$ cat src/rtl/line_buffer_pkg.sv
// Shared types and geometry for the single-entry line buffer.
// Contents:
//   LINE_BITS / BEAT_BITS / BEATS / TAG_BITS : fixed line and burst geometry
//   lb_state_e                               : controller state encoding
//   line_base()                              : line-aligned burst address from a tag
package line_buffer_types;

  localparam int LINE_BITS = 256;
  localparam int BEAT_BITS = 64;
  localparam int BEATS     = 4;
  localparam int TAG_BITS  = 27;

  typedef enum logic [2:0] {
    lb_idle  = 3'd0,
    lb_fill  = 3'd1,
    lb_merge = 3'd2,
    lb_wb    = 3'd3,
    lb_resp  = 3'd4
  } lb_state_e;

  // Burst address of the line holding a given tag (offset bits cleared).
  function automatic logic [31:0] line_base(input logic [TAG_BITS-1:0] tag);
    return {tag, 5'd0};
  endfunction

endpackage

$ cat src/rtl/line_buffer_array.sv
// Storage for the single buffered line: valid bit, tag and 256 data bits.
// Ports:
//   clk, rst            : clock, asynchronous active-high reset
//   fill_we/fill_idx    : write one 64-bit beat (fill_data) at beat slot fill_idx
//   fill_last/fill_tag  : with fill_we, marks the line valid under fill_tag
//   merge_we            : byte-enabled write of merge_data into word word_idx
//   word_idx/rd_word    : word select shared by the merge port and the word read port
//   beat_idx/rd_beat    : beat read port feeding write-back bursts
//   lookup_tag/hit      : hit compare against the stored tag
module line_buffer_array
  import line_buffer_types::*;
(
  input  logic                 clk,
  input  logic                 rst,
  input  logic                 fill_we,
  input  logic [1:0]           fill_idx,
  input  logic [BEAT_BITS-1:0] fill_data,
  input  logic                 fill_last,
  input  logic [TAG_BITS-1:0]  fill_tag,
  input  logic                 merge_we,
  input  logic [2:0]           word_idx,
  input  logic [3:0]           byte_en,
  input  logic [31:0]          merge_data,
  input  logic [TAG_BITS-1:0]  lookup_tag,
  output logic                 hit,
  output logic [31:0]          rd_word,
  input  logic [1:0]           beat_idx,
  output logic [BEAT_BITS-1:0] rd_beat
);

  logic                 valid_r;
  logic [TAG_BITS-1:0]  tag_r;
  logic [LINE_BITS-1:0] data_r;

  // Line storage: beat writes during fills, byte merges during stores.
  always_ff @(posedge clk or posedge rst) begin
    if (rst) begin
      valid_r <= 1'b0;
      tag_r   <= {TAG_BITS{1'b0}};
      data_r  <= {LINE_BITS{1'b0}};
    end else begin
      if (fill_we) begin
        data_r[{fill_idx, 6'd0} +: BEAT_BITS] <= fill_data;
      end else if (merge_we) begin
        for (int i = 0; i < 4; i++) begin
          if (byte_en[i]) begin
            data_r[{word_idx, 2'(i), 3'd0} +: 8] <= merge_data[8*i +: 8];
          end
        end
      end
      // The tag only becomes valid once the whole line has arrived.
      if (fill_we && fill_last) begin
        valid_r <= 1'b1;
        tag_r   <= fill_tag;
      end
    end
  end

  assign hit     = valid_r && (tag_r == lookup_tag);
  assign rd_word = data_r[{word_idx, 5'd0} +: 32];
  assign rd_beat = data_r[{beat_idx, 6'd0} +: BEAT_BITS];

endmodule

$ cat src/rtl/line_buffer.sv
// Single-entry 256-bit line buffer between a 32-bit CPU word port and a
// 64-bit, 4-beat burst memory. Read hits answer in one cycle, misses fill
// the line; writes merge into the line and write the whole line back.
// Ports:
//   clk, rst                          : clock, asynchronous active-high reset
//   mem_address/mem_read/mem_write    : CPU request, held until mem_resp
//   mem_byte_enable/mem_wdata         : CPU store lanes and lane-aligned data
//   mem_rdata/mem_resp                : selected buffer word, one-cycle completion
//   pmem_address/pmem_read/pmem_write : burst request, held for the whole burst
//   pmem_wdata/pmem_rdata/pmem_resp   : burst beat data and per-beat handshake
module line_buffer
  import line_buffer_types::*;
(
  input  logic        clk,
  input  logic        rst,
  input  logic [31:0] mem_address,
  input  logic        mem_read,
  input  logic        mem_write,
  input  logic [3:0]  mem_byte_enable,
  input  logic [31:0] mem_wdata,
  output logic [31:0] mem_rdata,
  output logic        mem_resp,
  output logic [31:0] pmem_address,
  output logic        pmem_read,
  output logic        pmem_write,
  output logic [63:0] pmem_wdata,
  input  logic [63:0] pmem_rdata,
  input  logic        pmem_resp
);

  localparam logic [1:0] LAST_BEAT = 2'(BEATS - 1);

  lb_state_e     state_r;
  logic [1:0]    cnt_r;
  logic          mem_resp_r;
  logic          pmem_read_r;
  logic          pmem_write_r;
  logic [31:0]   pmem_address_r;

  logic          hit_s;
  logic          fill_we_s;
  logic          merge_we_s;
  logic [31:0]   rd_word_s;
  logic [63:0]   rd_beat_s;
  logic [31:0]   line_addr_s;
  logic          addr_unused_s;

  // Byte offset within the word plays no part in word-granular buffering.
  assign addr_unused_s = ^mem_address[1:0];

  assign line_addr_s = line_base(mem_address[31:5]);
  assign fill_we_s   = (state_r == lb_fill) && pmem_resp;
  assign merge_we_s  = (state_r == lb_merge);

  line_buffer_array u_array (
    .clk        (clk),
    .rst        (rst),
    .fill_we    (fill_we_s),
    .fill_idx   (cnt_r),
    .fill_data  (pmem_rdata),
    .fill_last  (cnt_r == LAST_BEAT),
    .fill_tag   (mem_address[31:5]),
    .merge_we   (merge_we_s),
    .word_idx   (mem_address[4:2]),
    .byte_en    (mem_byte_enable),
    .merge_data (mem_wdata),
    .lookup_tag (mem_address[31:5]),
    .hit        (hit_s),
    .rd_word    (rd_word_s),
    .beat_idx   (cnt_r),
    .rd_beat    (rd_beat_s)
  );

  // Controller FSM; each handshake output is set on the transition into the
  // state that owns it, so all outputs come straight from flops.
  always_ff @(posedge clk or posedge rst) begin
    if (rst) begin
      state_r        <= lb_idle;
      cnt_r          <= 2'd0;
      mem_resp_r     <= 1'b0;
      pmem_read_r    <= 1'b0;
      pmem_write_r   <= 1'b0;
      pmem_address_r <= 32'd0;
    end else begin
      case (state_r)
        lb_idle: begin
          // Writes win over a simultaneous read.
          if (mem_write) begin
            if (hit_s) begin
              state_r <= lb_merge;
            end else begin
              state_r        <= lb_fill;
              pmem_read_r    <= 1'b1;
              pmem_address_r <= line_addr_s;
            end
          end else if (mem_read) begin
            if (hit_s) begin
              state_r    <= lb_resp;
              mem_resp_r <= 1'b1;
            end else begin
              state_r        <= lb_fill;
              pmem_read_r    <= 1'b1;
              pmem_address_r <= line_addr_s;
            end
          end else begin
            state_r <= lb_idle;
          end
        end
        lb_fill: begin
          // Beats may arrive with gaps; everything holds while pmem_resp is low.
          if (pmem_resp) begin
            if (cnt_r == LAST_BEAT) begin
              cnt_r          <= 2'd0;
              pmem_read_r    <= 1'b0;
              pmem_address_r <= 32'd0;
              if (mem_write) begin
                state_r <= lb_merge;
              end else begin
                state_r    <= lb_resp;
                mem_resp_r <= 1'b1;
              end
            end else begin
              cnt_r <= cnt_r + 2'd1;
            end
          end
        end
        lb_merge: begin
          state_r        <= lb_wb;
          pmem_write_r   <= 1'b1;
          pmem_address_r <= line_addr_s;
        end
        lb_wb: begin
          if (pmem_resp) begin
            if (cnt_r == LAST_BEAT) begin
              cnt_r          <= 2'd0;
              pmem_write_r   <= 1'b0;
              pmem_address_r <= 32'd0;
              state_r        <= lb_resp;
              mem_resp_r     <= 1'b1;
            end else begin
              cnt_r <= cnt_r + 2'd1;
            end
          end
        end
        lb_resp: begin
          state_r    <= lb_idle;
          mem_resp_r <= 1'b0;
        end
        default: begin
          state_r        <= lb_idle;
          cnt_r          <= 2'd0;
          mem_resp_r     <= 1'b0;
          pmem_read_r    <= 1'b0;
          pmem_write_r   <= 1'b0;
          pmem_address_r <= 32'd0;
        end
      endcase
    end
  end

  assign mem_resp     = mem_resp_r;
  assign mem_rdata    = rd_word_s;
  assign pmem_read    = pmem_read_r;
  assign pmem_write   = pmem_write_r;
  assign pmem_address = pmem_address_r;
  // Beat data is only driven while a write burst is in flight.
  assign pmem_wdata   = pmem_write_r ? rd_beat_s : 64'd0;

endmodule

$ cat config.mk
export PLATFORM = sky130hd
export DESIGN_NAME = line_buffer
export DESIGN_NICKNAME = d
export VERILOG_FILES = /design/src/rtl/line_buffer_pkg.sv /design/src/rtl/line_buffer_array.sv /design/src/rtl/line_buffer.sv
export SDC_FILE = /design/constraint.sdc
export NUM_CORES = 1
export LEC_CHECK = 0
export CAP_MARGIN = 10
export CORE_ASPECT_RATIO = 1.75
export CORE_MARGIN = 2
export CORE_UTILIZATION = 35
export CTS_CLUSTER_DIAMETER = 120
export DETAILED_ROUTE_END_ITERATION = 10
export GPL_ROUTABILITY_DRIVEN = 0
export PLACE_DENSITY_LB_ADDON = 0.2
export SYNTH_ARGS = -nofsm -noshare
export SYNTH_HDL_FRONTEND = slang
export SYNTH_SLANG_ARGS = --single-unit
$ cat constraint.sdc
create_clock -name clk -period 20.7 [get_ports clk]
set_input_delay 3.105 -clock clk [delete_from_list [all_inputs] [get_ports clk]]
set_output_delay 3.105 -clock clk [all_outputs]
set_load 0.005 [all_outputs]
==> impl_metrics.toml <==
[run_status]
status = "finished, final reports clean"

[setup_path]
reg2reg_slack_ns = 16.25
reg2reg_from = "cnt_r[0]"
critPathArrivalTime_ns = 5.84
path_class = "input port to output port"
crit_chain = "buf_2, buf_4, clkinv_1, buf_4, nand2_1, nand2_1, clkdlybuf4s50_1"
cp-end-kind = "output port"
max_stage_delay_ns = 0.80
startpoint_type = "input port"
critPathSlowestCell = "clkinv_1"
worst-path-max-fanout = 46
rr_worst_depth = 7
cp.required_ns = 17.59
reg2reg_to = "u_array.data_r[183]"

[logic_synthesis]
synth_compound_area_frac = 0.2069
synth_edf_count = 0
synthXorXnorAreaFrac = 0.01076
syn_avg_cell_area_sq_um = 9.761
synthFlopType = "dfrtp_1"
async_flop_share = 1.000
netlist_area_sq_um = 19540
ys_seq_elements = 319
ys_seq_area_frac = 0.4085
yosys.area_share.simple = 0.1571
synthCells = 2002
synth_mux_area_frac = 0.1619
synth_top_family_by_area = "compound AO/OA/AOI/OAI gates"
yosysWarnings = 0
synthAdderAreaFrac = 0.007043
ys_types = 55

[route]
dr.pass1.iters = 7
routedWlPerCell_microns = 25.81
ant_nets = 0
drt-total-wl_mm = 73.98
drt-vias-per-instance = 6.099
vias = 17480
drt_iter0_markers = 1698
drc = 0

[grt]
grtUsageTotal = 0.2547
use_met2 = 0.4485
grt_pass1_vias = 17710
globalRouteOverflowTotal = 0
grt_start_max_net_pins = 123
grt_pass1_wl_mm = 112.0
grt_util_met3 = 0.04732
grt_use_met1 = 0.2961
grt-busiest-layer = "met2"
antenna_found_initial = 8

[placed_design]
place_area_sq_um = 22470
pre_cts_ws_ns = 11.77
dpl.hpwl_mm = 49.59
portBuffers = 260
dp_cells = 2803

[clock_network]
h-tree-depth = 2
clk_pin_slew_worst_paths_ns = 0.05
cts_made_buffers = 36
cts_tree = "yes"
worstSkewPairLatency_ns = 0.54
cts.repair.resized = 0
cts_hold_repair.buffers = 0
root_buffer = "clkbuf_16"
cts_sinks = 319
cts_setup_buffers = 0
ctsLongestPathBuffers = 3

[sta]
worst_slack_ns = 11.76
slew-limit-headroom = 0.2170
rsz0062_at_grt = "no"
slew_violations = 0
fmax_mhz = 111.8
skew_ns = 0.01192
fin_setup_tns_ns = 0
period_needed_ns = 8.945
timing.final.crit_share = 0.4321
hold_viol = 0
setup_violations = 0
tightest_slew_ns = 1.174

[finish]
fin_nets = 2293
final_cell_mix = "dfrtp_1 (316), clkdlybuf4s50_1 (257), a22oi_1 (254)"
final_common_cell = "dfrtp_1"
drive_gt1_frac = 0.1375
syn2layout_area_growth_pct = 21.15
design_area_sq_um = 23670
stdcell_count = 2866

[pwr]
power.leakage_nw = 8.767
powerDensity_nw_per_um2 = 138.6
ir_drop_uv = 68.16

[hold_path]
hp-class = "register to register"
worstHoldEndpoint = "u_array.valid_r"
holdPathStages = 1
worstHoldStart = "u_array.valid_r"

[floorplanning]
core_region_area_sq_um = 55200
start_util = 0.3540
die-area_sq_um = 57810
die_y_microns = 316.6
io_pins = 268
fp.dieW_microns = 182.6
rows = 114

[flow_run]
maxCapViolCount = 0
==> flip-flops by register name, summed over array words and instances, names as in the netlist <==
signal	cells
u_array.tag_r	27
mem_resp	1
u_array.data_r	256
pmem_read	1
pmem_address	27
pmem_write	1
u_array.valid_r	1
cnt_r	2
state_r	3
==> how the worst max path moves through the flow <==
stage | startpoint | endpoint | slack (ns)
2_1_floorplan | rst | cnt_r[0] | 8.77
3_3_place_gp | mem_address[4] | mem_rdata[7] | 11.76
3_5_place_dp | mem_address[4] | mem_rdata[7] | 11.77
4_1_cts | mem_address[4] | mem_rdata[7] | 11.76
5_1_grt | mem_address[4] | mem_rdata[7] | 11.64
6_report | mem_address[4] | mem_rdata[7] | 11.76
==> where the power goes <==
group	switching [mW]	internal (mW)
Combinational	0.695	0.772
Clock	0.273	0.404
Sequential	0.250	0.889
Total	1.22	2.06
==> final cells by class <==
| class | instances | area [sq um] |
|---|---|---|
| Fill cell | 5349 | 31530 |
| Antenna cell | 2 | 5.005 |
| Tap cell | 696 | 870.8 |
| Multi-Input combinational cell | 1479 | 10680 |
| Inverter | 12 | 52.55 |
| Clock inverter | 12 | 190.2 |
| Timing Repair Buffer | 297 | 2870 |
| Sequential cell | 319 | 7991 |
| Clock buffer | 49 | 1011 |
==> worst max-delay path, delay by kind of cell <==
| kind | cells | cell delay (ns) |
|---|---|---|
| and+or+nand+nor | 2 | 0.26 |
| buffers and inverters | 5 | 2.48 |
==> through the flow <==
stage | hold slack [ns] | util | power [mW]
after floorplan | 0.4567 | - | 1.990
after global placement | 0.4824 | 0.4070 | 2.577
after detailed placement | 0.4910 | 0.4070 | 2.614
after CTS | 0.5078 | 0.4288 | 3.297
after global routing | 0.5363 | 0.4289 | 3.478
final | 0.4998 | 0.4289 | 3.282
==> layer usage <==
metal,up-vias,part of all wire
li1,7682,-
met1,8684,0.36
met2,914,0.51
met3,189,0.078
met4,12,0.052
met5,-,0.0012
==> cell families (layout without fill, tap and decap cells) <==
| group | Yosys count | count (layout) |
|---|---|---|
| xor gates and xnor gates | 24 | 24 |
| other | 1 | 7 |
| muxes | 153 | 153 |
| and+or+nand+nor | 655 | 655 |
| DFF | 319 | 319 |
| adders and majority gates | 11 | 11 |
| AOI/OAI and AO/OA | 631 | 631 |
| buffers and inverters | 208 | 370 |
==> synth_stat cells, types with 11 or more instances <==
cell type  number  area share
nor4_1         28      0.0090
nand4_1        11      0.0035
a22oi_1       255       0.098
mux2_2         25       0.014
o21ai_0        80       0.020
nand3_1        37      0.0095
xnor2_1        23       0.010
nor2_1        244       0.047
a21oi_1       207       0.053
mux4_2        128        0.15
dfrtp_1       319        0.41
and2_1         66       0.021
nand2b_1       11      0.0035
inv_1          11      0.0021
a31oi_1        36       0.012
ha_1           11      0.0070
buf_2          54       0.014
buf_1          22      0.0042
and3_1         17      0.0054
nand2_1       180       0.035
clkbuf_1      104       0.020
a21oi_2        30       0.013
nor2b_1        31      0.0099
Note: power is estimated with default switching activity, not from simulation.
